**src/rtl/input_conditioning_multi.sv**
```systemverilog
// input_conditioning_multi
//   Multi-channel push-button conditioner. Every channel has its own 2-flop synchroniser,
//   stable-interval debouncer and a registered one-cycle event strobe.
//
// Ports
//   Clock    : system clock, all state updates on the rising edge
//   Reset    : synchronous, active-high reset
//   a        : raw asynchronous button inputs, one bit per channel
//   A_pulse  : registered one-cycle event strobe per channel
//   Pressed  : registered debounced level per channel, 1 = pressed regardless of ACTIVE_LOW
//
// Optional feature macro: INPUT_COND_REPEAT_EN
//   When defined, a held press produces auto-repeat strobes. The first repeat comes
//   REPEAT_DELAY cycles after the press strobe, and later ones follow every
//   REPEAT_PERIOD cycles. Only EDGE_MODE 0 and 2 repeat.
//   When undefined, no repeat logic is built and one press gives at most one strobe.

module input_conditioning_multi #(
  parameter int unsigned NUM_CH          = 4,
  parameter int unsigned DEBOUNCE_CYCLES = 16,
  parameter int unsigned ACTIVE_LOW      = 1,
  parameter int unsigned EDGE_MODE       = 0,
  parameter int unsigned REPEAT_DELAY    = 1000,
  parameter int unsigned REPEAT_PERIOD   = 250
) (
  input  logic              Clock,
  input  logic              Reset,
  input  logic [NUM_CH-1:0] a,
  output logic [NUM_CH-1:0] A_pulse,
  output logic [NUM_CH-1:0] Pressed
);

  localparam int unsigned CntW     = $clog2(DEBOUNCE_CYCLES) + 1;
  localparam logic [CntW-1:0] CntMax = CntW'(DEBOUNCE_CYCLES - 1);
  localparam logic        PressLvl = (ACTIVE_LOW != 0) ? 1'b0 : 1'b1;
  localparam logic        RelLvl   = ~PressLvl;

  logic [NUM_CH-1:0] sync1_q, sync2_q;
  logic [NUM_CH-1:0] st_q, st_d;
  logic [NUM_CH-1:0] pulse_q, pulse_d;
  logic [NUM_CH-1:0] pressed_q, pressed_d;
  logic [CntW-1:0]   cnt_q [NUM_CH];
  logic [CntW-1:0]   cnt_d [NUM_CH];

`ifdef INPUT_COND_REPEAT_EN
  localparam int unsigned RptMax = (REPEAT_DELAY > REPEAT_PERIOD) ? REPEAT_DELAY : REPEAT_PERIOD;
  localparam int unsigned RptW   = $clog2(RptMax + 1);

  // Down-counter to the next repeat strobe; it is only meaningful while st is pressed.
  logic [RptW-1:0] rpt_q [NUM_CH];
  logic [RptW-1:0] rpt_d [NUM_CH];
`endif

  always_comb begin
    for (int i = 0; i < NUM_CH; i++) begin
      st_d[i]    = st_q[i];
      cnt_d[i]   = '0;
      pulse_d[i] = 1'b0;

      // The counter restarts on any bounce back to the accepted level.
      if (sync2_q[i] != st_q[i]) begin
        if (cnt_q[i] == CntMax) begin
          st_d[i] = sync2_q[i];
        end else begin
          cnt_d[i] = cnt_q[i] + 1'b1;
        end
      end

      if (st_d[i] != st_q[i]) begin
        if (st_d[i] == PressLvl) begin
          pulse_d[i] = (EDGE_MODE != 1);
        end else begin
          pulse_d[i] = (EDGE_MODE != 0);
        end
      end

      pressed_d[i] = (st_d[i] == PressLvl);

`ifdef INPUT_COND_REPEAT_EN
      rpt_d[i] = '0;
      if ((st_d[i] == PressLvl) && (st_q[i] != PressLvl)) begin
        rpt_d[i] = RptW'(REPEAT_DELAY - 1);
      end else if ((st_q[i] == PressLvl) && (st_d[i] == PressLvl) && (EDGE_MODE != 1)) begin
        // A release being accepted on this edge takes the other branch, so it never repeats.
        if (rpt_q[i] == '0) begin
          pulse_d[i] = 1'b1;
          rpt_d[i]   = RptW'(REPEAT_PERIOD - 1);
        end else begin
          rpt_d[i] = rpt_q[i] - 1'b1;
        end
      end
`endif
    end
  end

  always_ff @(posedge Clock) begin
    if (Reset) begin
      sync1_q   <= {NUM_CH{RelLvl}};
      sync2_q   <= {NUM_CH{RelLvl}};
      st_q      <= {NUM_CH{RelLvl}};
      pulse_q   <= '0;
      pressed_q <= '0;
      for (int i = 0; i < NUM_CH; i++) begin
        cnt_q[i] <= '0;
`ifdef INPUT_COND_REPEAT_EN
        rpt_q[i] <= '0;
`endif
      end
    end else begin
      sync1_q   <= a;
      sync2_q   <= sync1_q;
      st_q      <= st_d;
      pulse_q   <= pulse_d;
      pressed_q <= pressed_d;
      for (int i = 0; i < NUM_CH; i++) begin
        cnt_q[i] <= cnt_d[i];
`ifdef INPUT_COND_REPEAT_EN
        rpt_q[i] <= rpt_d[i];
`endif
      end
    end
  end

  assign A_pulse = pulse_q;
  assign Pressed = pressed_q;

endmodule

```
**config.mk**
```make
export PLATFORM = sky130hd
export DESIGN_NAME = input_conditioning_multi
export DESIGN_NICKNAME = d
export VERILOG_FILES = /design/src/rtl/input_conditioning_multi.sv
export SDC_FILE = /design/constraint.sdc
export NUM_CORES = 1
export LEC_CHECK = 0
export ABC_AREA = 1
export CORE_ASPECT_RATIO = 0.5
export CORE_MARGIN = 1.5
export CORE_UTILIZATION = 45
export CTS_BUF_LIST = sky130_fd_sc_hd__clkbuf_4
export DETAILED_ROUTE_END_ITERATION = 10
export GPL_ROUTABILITY_DRIVEN = 0
export GPL_TIMING_DRIVEN = 0
export HOLD_SLACK_MARGIN = 0.02
export MAX_ROUTING_LAYER = met4
export PLACE_DENSITY = 0.65
export SLEW_MARGIN = 10
export SYNTH_ARGS = -nofsm -noshare
export SYNTH_HDL_FRONTEND = slang
export SYNTH_SLANG_ARGS = --single-unit
```
**constraint.sdc**
```tcl
create_clock -name Clock -period 3.9 [get_ports Clock]
set_input_delay 0.78 -clock Clock [delete_from_list [all_inputs] [get_ports Clock]]
set_output_delay 0.78 -clock Clock [all_outputs]
set_load 0.05 [all_outputs]
```
# Word-level counts from Yosys, hierarchy flattened
# Memory sizes are Yosys's and may differ from the RTL's.
# Cells that the tools add are included.
[word_totals]
out_inout_bits = 8
ramBits = 20
regBits = 20
mem_count = 1
[classes]
n_addsub = 4
mux = 27
eq_ne = 12
bitwise = 12
reduce_logical = 4
[memory_table]
columns = ["name", "words", "word_bits", "read_ports", "rd_ports_with_merged_regs", "wr", "line_no", "text"]
rows = [
  ["cnt_q", 4, 5, 4, 0, 4, "42", "logic [CntW-1:0] cnt_q [NUM_CH];"],
]
[op_table]
columns = ["cell", "n"]
rows = [
  ["$mux W5", 12],
  ["$add A5 B1 Y5 const B", 4],
  ["$eq A5 B4 Y1 const B", 4],
  ["$mux W1", 15],
  ["$ne A1 B1 Y1", 8],
  ["$not A1 Y1", 8],
  ["$reduce_or A2 Y1", 4],
  ["$or A1 B1 Y1", 4],
]

# Longest topological paths before layout
# Gate-level depths: netlist of run 1.
[depth]
word_depth = 6
mapped_depth = 9

# Worst setup path after synthesis of run 1
# OpenSTA, ideal clock, no wires.
[synth_timing]
path_kind = "reg-to-output"
start = "reg pulse_q[0], in the netlist A_pulse[0]"
end = "out A_pulse[0]"
arrival_ps = 587
path_buffers = 0
stages_incl_launch_ff = 1
t_required_ps = 3120
slack_ps = 2533
cell_sequence = "dfxtp_1"
[synth_lines]
columns = ["element", "line_no", "text"]
rows = [
  ["start, declared", "40", "logic [NUM_CH-1:0] pulse_q, pulse_d;"],
  ["start signal, assigned", "113", "pulse_q <= pulse_d;"],
  ["end, declared", "29", "output logic [NUM_CH-1:0] A_pulse,"],
]
# No word-level cell between the ends.

# Worst setup path after layout of run 1
[layout_timing]
start = "reg pulse_q[0], in the netlist A_pulse[0]"
end = "out A_pulse[0]"
# No word-level cell between the ends.

==> impl_metrics.py, run 1 <==
metrics = {
    "synth": {
        "synth_fp_nets": 180,
        "synth_top_cell_by_area": "dfxtp_1",
        "synth_area_um2": 1459,
        "synth_most_common_cell": "dfxtp_1",
        "yosysSeqAreaShare_pct": 54.89,
        "synthCells": 166,
        "synth_area_per_cell_um2": 8.789,
        "post_synth_num_cell_types": 17,
        "ys_ff_latch": 40,
        "yosys_warnings": 0,
        "synthFlopType": "dfxtp_1",
        "ys_async_sr_fraction_pct": 0,
        "synth_edf_count": 0,
        "synth_top_area_share_pct": 54.89,
        "synthTopCellsByCount": "dfxtp_1, nor2_1, inv_1, nand2_1",
        "synth_area_leaders": "dfxtp_1, nor2_1, ha_1, inv_1, nand2_1",
    },
    "floorplan": {
        "start_util_pct": 47.87,
        "rows": 14,
        "fp.dieW_um": 83.53,
        "die_area_um2": 3613,
        "core_area_um2": 3048,
        "dieHeight_um": 43.26,
        "ios": 14,
    },
    "finish": {
        "drive_gt1_share_pct": 8.021,
        "area_growth_syn_to_layout_pct": 16.21,
        "antenna_cells": 0,
        "final_core_util_pct": 55.62,
        "nNetsFinal": 200,
        "fillers": 283,
    },
    "pwr": {
        "irDropWorstVdd_v": 0.0001821,
        "leakage_nw": 0.6963,
        "p_per_area_nw_per_um2": 379.0,
        "total_power_mw": 0.6425,
    },
    "critical_path": {
        "worst_path_max_delay_cell": "clkdlybuf4s50_1",
        "slowest_delay_ns": 0.79,
        "start_kind": "flop",
        "crit_path_end_kind": "primary output",
        "path_cells": "clkdlybuf4s50_1",
        "cp.required_ns": 3.12,
        "path_max_fanout": 1,
        "path_delay_family": "buffers and inverters",
        "critical_path_arrival_ns": 1.45,
        "path_buf_inv": 1,
        "path_class": "flop to primary output",
    },
    "route": {
        "viasPerCell": 4.392,
        "wl_per_cell_um": 8.793,
        "drt_iter0_drc": 14,
        "drt_first_pass_iters": 4,
        "postRouteAntennaNets": 0,
        "drt_drc_violations_left": 0,
        "wl_um": 1996,
        "met1_length_um": 1045,
        "top_layer": "met4",
        "wl_met2_um": 864,
        "met3_length_um": 79,
        "via_count": 997,
    },
    "placement": {
        "dpl.hpwl_um": 1412,
        "io_buffers": 13,
    },
    "timing": {
        "setup_viol": 0,
        "post-route-period-util_pct": 57.06,
        "min_period_ns": 2.225,
        "final_max_slew_viol_count": 0,
        "setup_tns_ns": 0,
        "fmaxAchievable_mhz": 449.3,
        "skew_ns": 0.002387,
        "hold_violations": 0,
        "tightest_slew_ns": 0.4889,
        "rsz0062_at_grt": "false",
        "relSlewSlack_pct": 67.30,
    },
    "clock_tree": {
        "htree_levels": 2,
        "postCtsSetupBuffers": 0,
        "cts_buffers": 5,
        "cts_tree": "yes",
        "clock_sink_count": 40,
        "cts_buffer_depth": 2,
        "cts.clk_slew.worst_paths_ns": 0.11,
        "holdBufCountCts": 0,
        "clockRootBuffer": "clkbuf_4",
        "cts_resized": 0,
        "clock_latency_ns": 0.33,
    },
    "worst_hold_path": {
        "worst_hold_path_type": "flop to flop",
    },
    "grt": {
        "grt_usage_pct": 13.20,
        "grt_first_pass_wirelength_um": 3525,
        "grt_max_degree": 12,
        "overflow": 0,
        "grt_pass1_vias": 872,
        "antenna_found_initial": 0,
    },
    "run_status": {
        "status": "complete, no violations",
    },
    "job": {
        "drv_cap": 0,
    },
}
## cells in the final DEF (no fill, tap or decap)
| cell | netlist | routed |
|---|---|---|
| a21oi_1 | 4 | 4 |
| clkdlybuf4s50_1 | 0 | 13 |
| nand2_1 | 22 | 22 |
| buf_6 | 1 | 1 |
| inv_1 | 25 | 25 |
| clkinv_1 | 0 | 1 |
| ha_1 | 8 | 8 |
| nor3_1 | 4 | 4 |
| nand4_1 | 4 | 4 |
| nand2_4 | 1 | 1 |
| nor2_1 | 27 | 27 |
| nand3_1 | 4 | 4 |
| nand2_2 | 1 | 1 |
| o21ai_0 | 8 | 8 |
| nor2_4 | 2 | 2 |
| or2_1 | 8 | 8 |
| xnor2_1 | 4 | 4 |
| clkbuf_4 | 0 | 7 |
| nor2_2 | 3 | 3 |
| dfxtp_1 | 40 | 40 |
## kinds of logic (layout without fill, tap and decap cells)
kind of cell | Yosys count | in the layout | synth area share [%]
flops | 40 | 40 | 54.89
simple gates | 76 | 76 | 24.53
compound gates | 12 | 12 | 4.117
xor+xnor | 4 | 4 | 2.401
buf+inv | 26 | 47 | 7.204
fa+ha+maj | 8 | 8 | 6.861
## routing by layer
layer / up-vias / track usage [%]
met4: 0 / 6.885
met5: - / -
met3: 2 / 5.253
met1: 431 / 15.64
li1: 552 / -
met2: 12 / 19.67
## cell type report
| cell class | count | area (µm²) | share of cell area, % |
|---|---|---|---|
| multi-input cells | 100 | 553.0 | 32.62 |
| clock buffers | 7 | 52.55 | 3.100 |
| inverters | 25 | 93.84 | 5.535 |
| well taps | 40 | 50.05 | 2.952 |
| plain buffers | 1 | 11.26 | 0.6642 |
| clock inverters | 1 | 3.754 | 0.2214 |
| flip-flops and latches | 40 | 800.8 | 47.23 |
| repair buffers | 13 | 130.1 | 7.675 |
## path summary, 6_finish.rpt
path	startpoint	end	slack, ns	cells past startpoint
min	sync1_q[2]	sync2_q[2]	0.42	1
max reg2reg	cnt_q[3][0]	cnt_q[3][4]	2.53	7
min reg2reg	sync1_q[2]	sync2_q[2]	0.42	1
max	A_pulse[0]	A_pulse[0]	1.67	1
## state kept, by name, indices dropped and copies added, names as in the netlist
register  flops
A_pulse       4
Pressed       4
cnt_q        20
st_q          4
sync1_q       4
sync2_q       4
## through the flow
| step | instances | hold WS [ns] | cell area [µm²] | worst slack (ns) |
|---|---|---|---|---|
| global placement | 219 | 0.3862 | 1639 | 2.034 |
| floorplan | 166 | 0.3832 | 1459 | 2.533 |
| global route | 227 | 0.4293 | 1695 | 1.611 |
| detailed placement | 219 | 0.3933 | 1639 | 2.038 |
| finish | 227 | 0.4171 | 1695 | 1.675 |
| CTS | 227 | 0.4201 | 1695 | 1.652 |
## power by group
| part | leakage [nW] | internal, mW | switching, mW |
|---|---|---|---|
| sequential | 0.325 | 0.413 | 0.00344 |
| clock | 0.0338 | 0.0834 | 0.123 |
| combinational | 0.338 | 0.0105 | 0.00921 |
| total | 0.696 | 0.507 | 0.135 |
(Power assumes the default switching activity.)
==> run 2, diff against run 1 <==
==> constraint.sdc (replaced) <==
create_clock -name Clock -period 2.31 [get_ports Clock]
set_input_delay 0.462 -clock Clock [delete_from_list [all_inputs] [get_ports Clock]]
set_output_delay 0.462 -clock Clock [all_outputs]
set_load 0.05 [all_outputs]
==> results of run 2 <==
The final DEF is identical to that of run 1. Status: complete, no violations.
Main changes from that run: setup slack after placement 2.038 ns -> 0.7656 ns; setup slack after layout 1.675 ns -> 0.4025 ns; register-to-register setup slack 2.53 ns -> 0.94 ns; total power 0.6425 mW -> 1.085 mW; worst IR drop on VDD 0.0001821 V -> 0.0003075 V
==> run 3, diff against run 2 <==
==> constraint.sdc (replaced) <==
create_clock -name Clock -period 1.95 [get_ports Clock]
set_input_delay 0.39 -clock Clock [delete_from_list [all_inputs] [get_ports Clock]]
set_output_delay 0.39 -clock Clock [all_outputs]
set_load 0.05 [all_outputs]
==> results of run 3 <==
The final DEF is identical to that of run 1. Status: complete, no violations.
Main changes from that run: setup slack after placement 2.038 ns -> 0.4776 ns; setup slack after layout 1.675 ns -> 0.1145 ns; register-to-register setup slack 2.53 ns -> 0.58 ns; total power 0.6425 mW -> 1.285 mW; worst IR drop on VDD 0.0001821 V -> 0.0003642 V
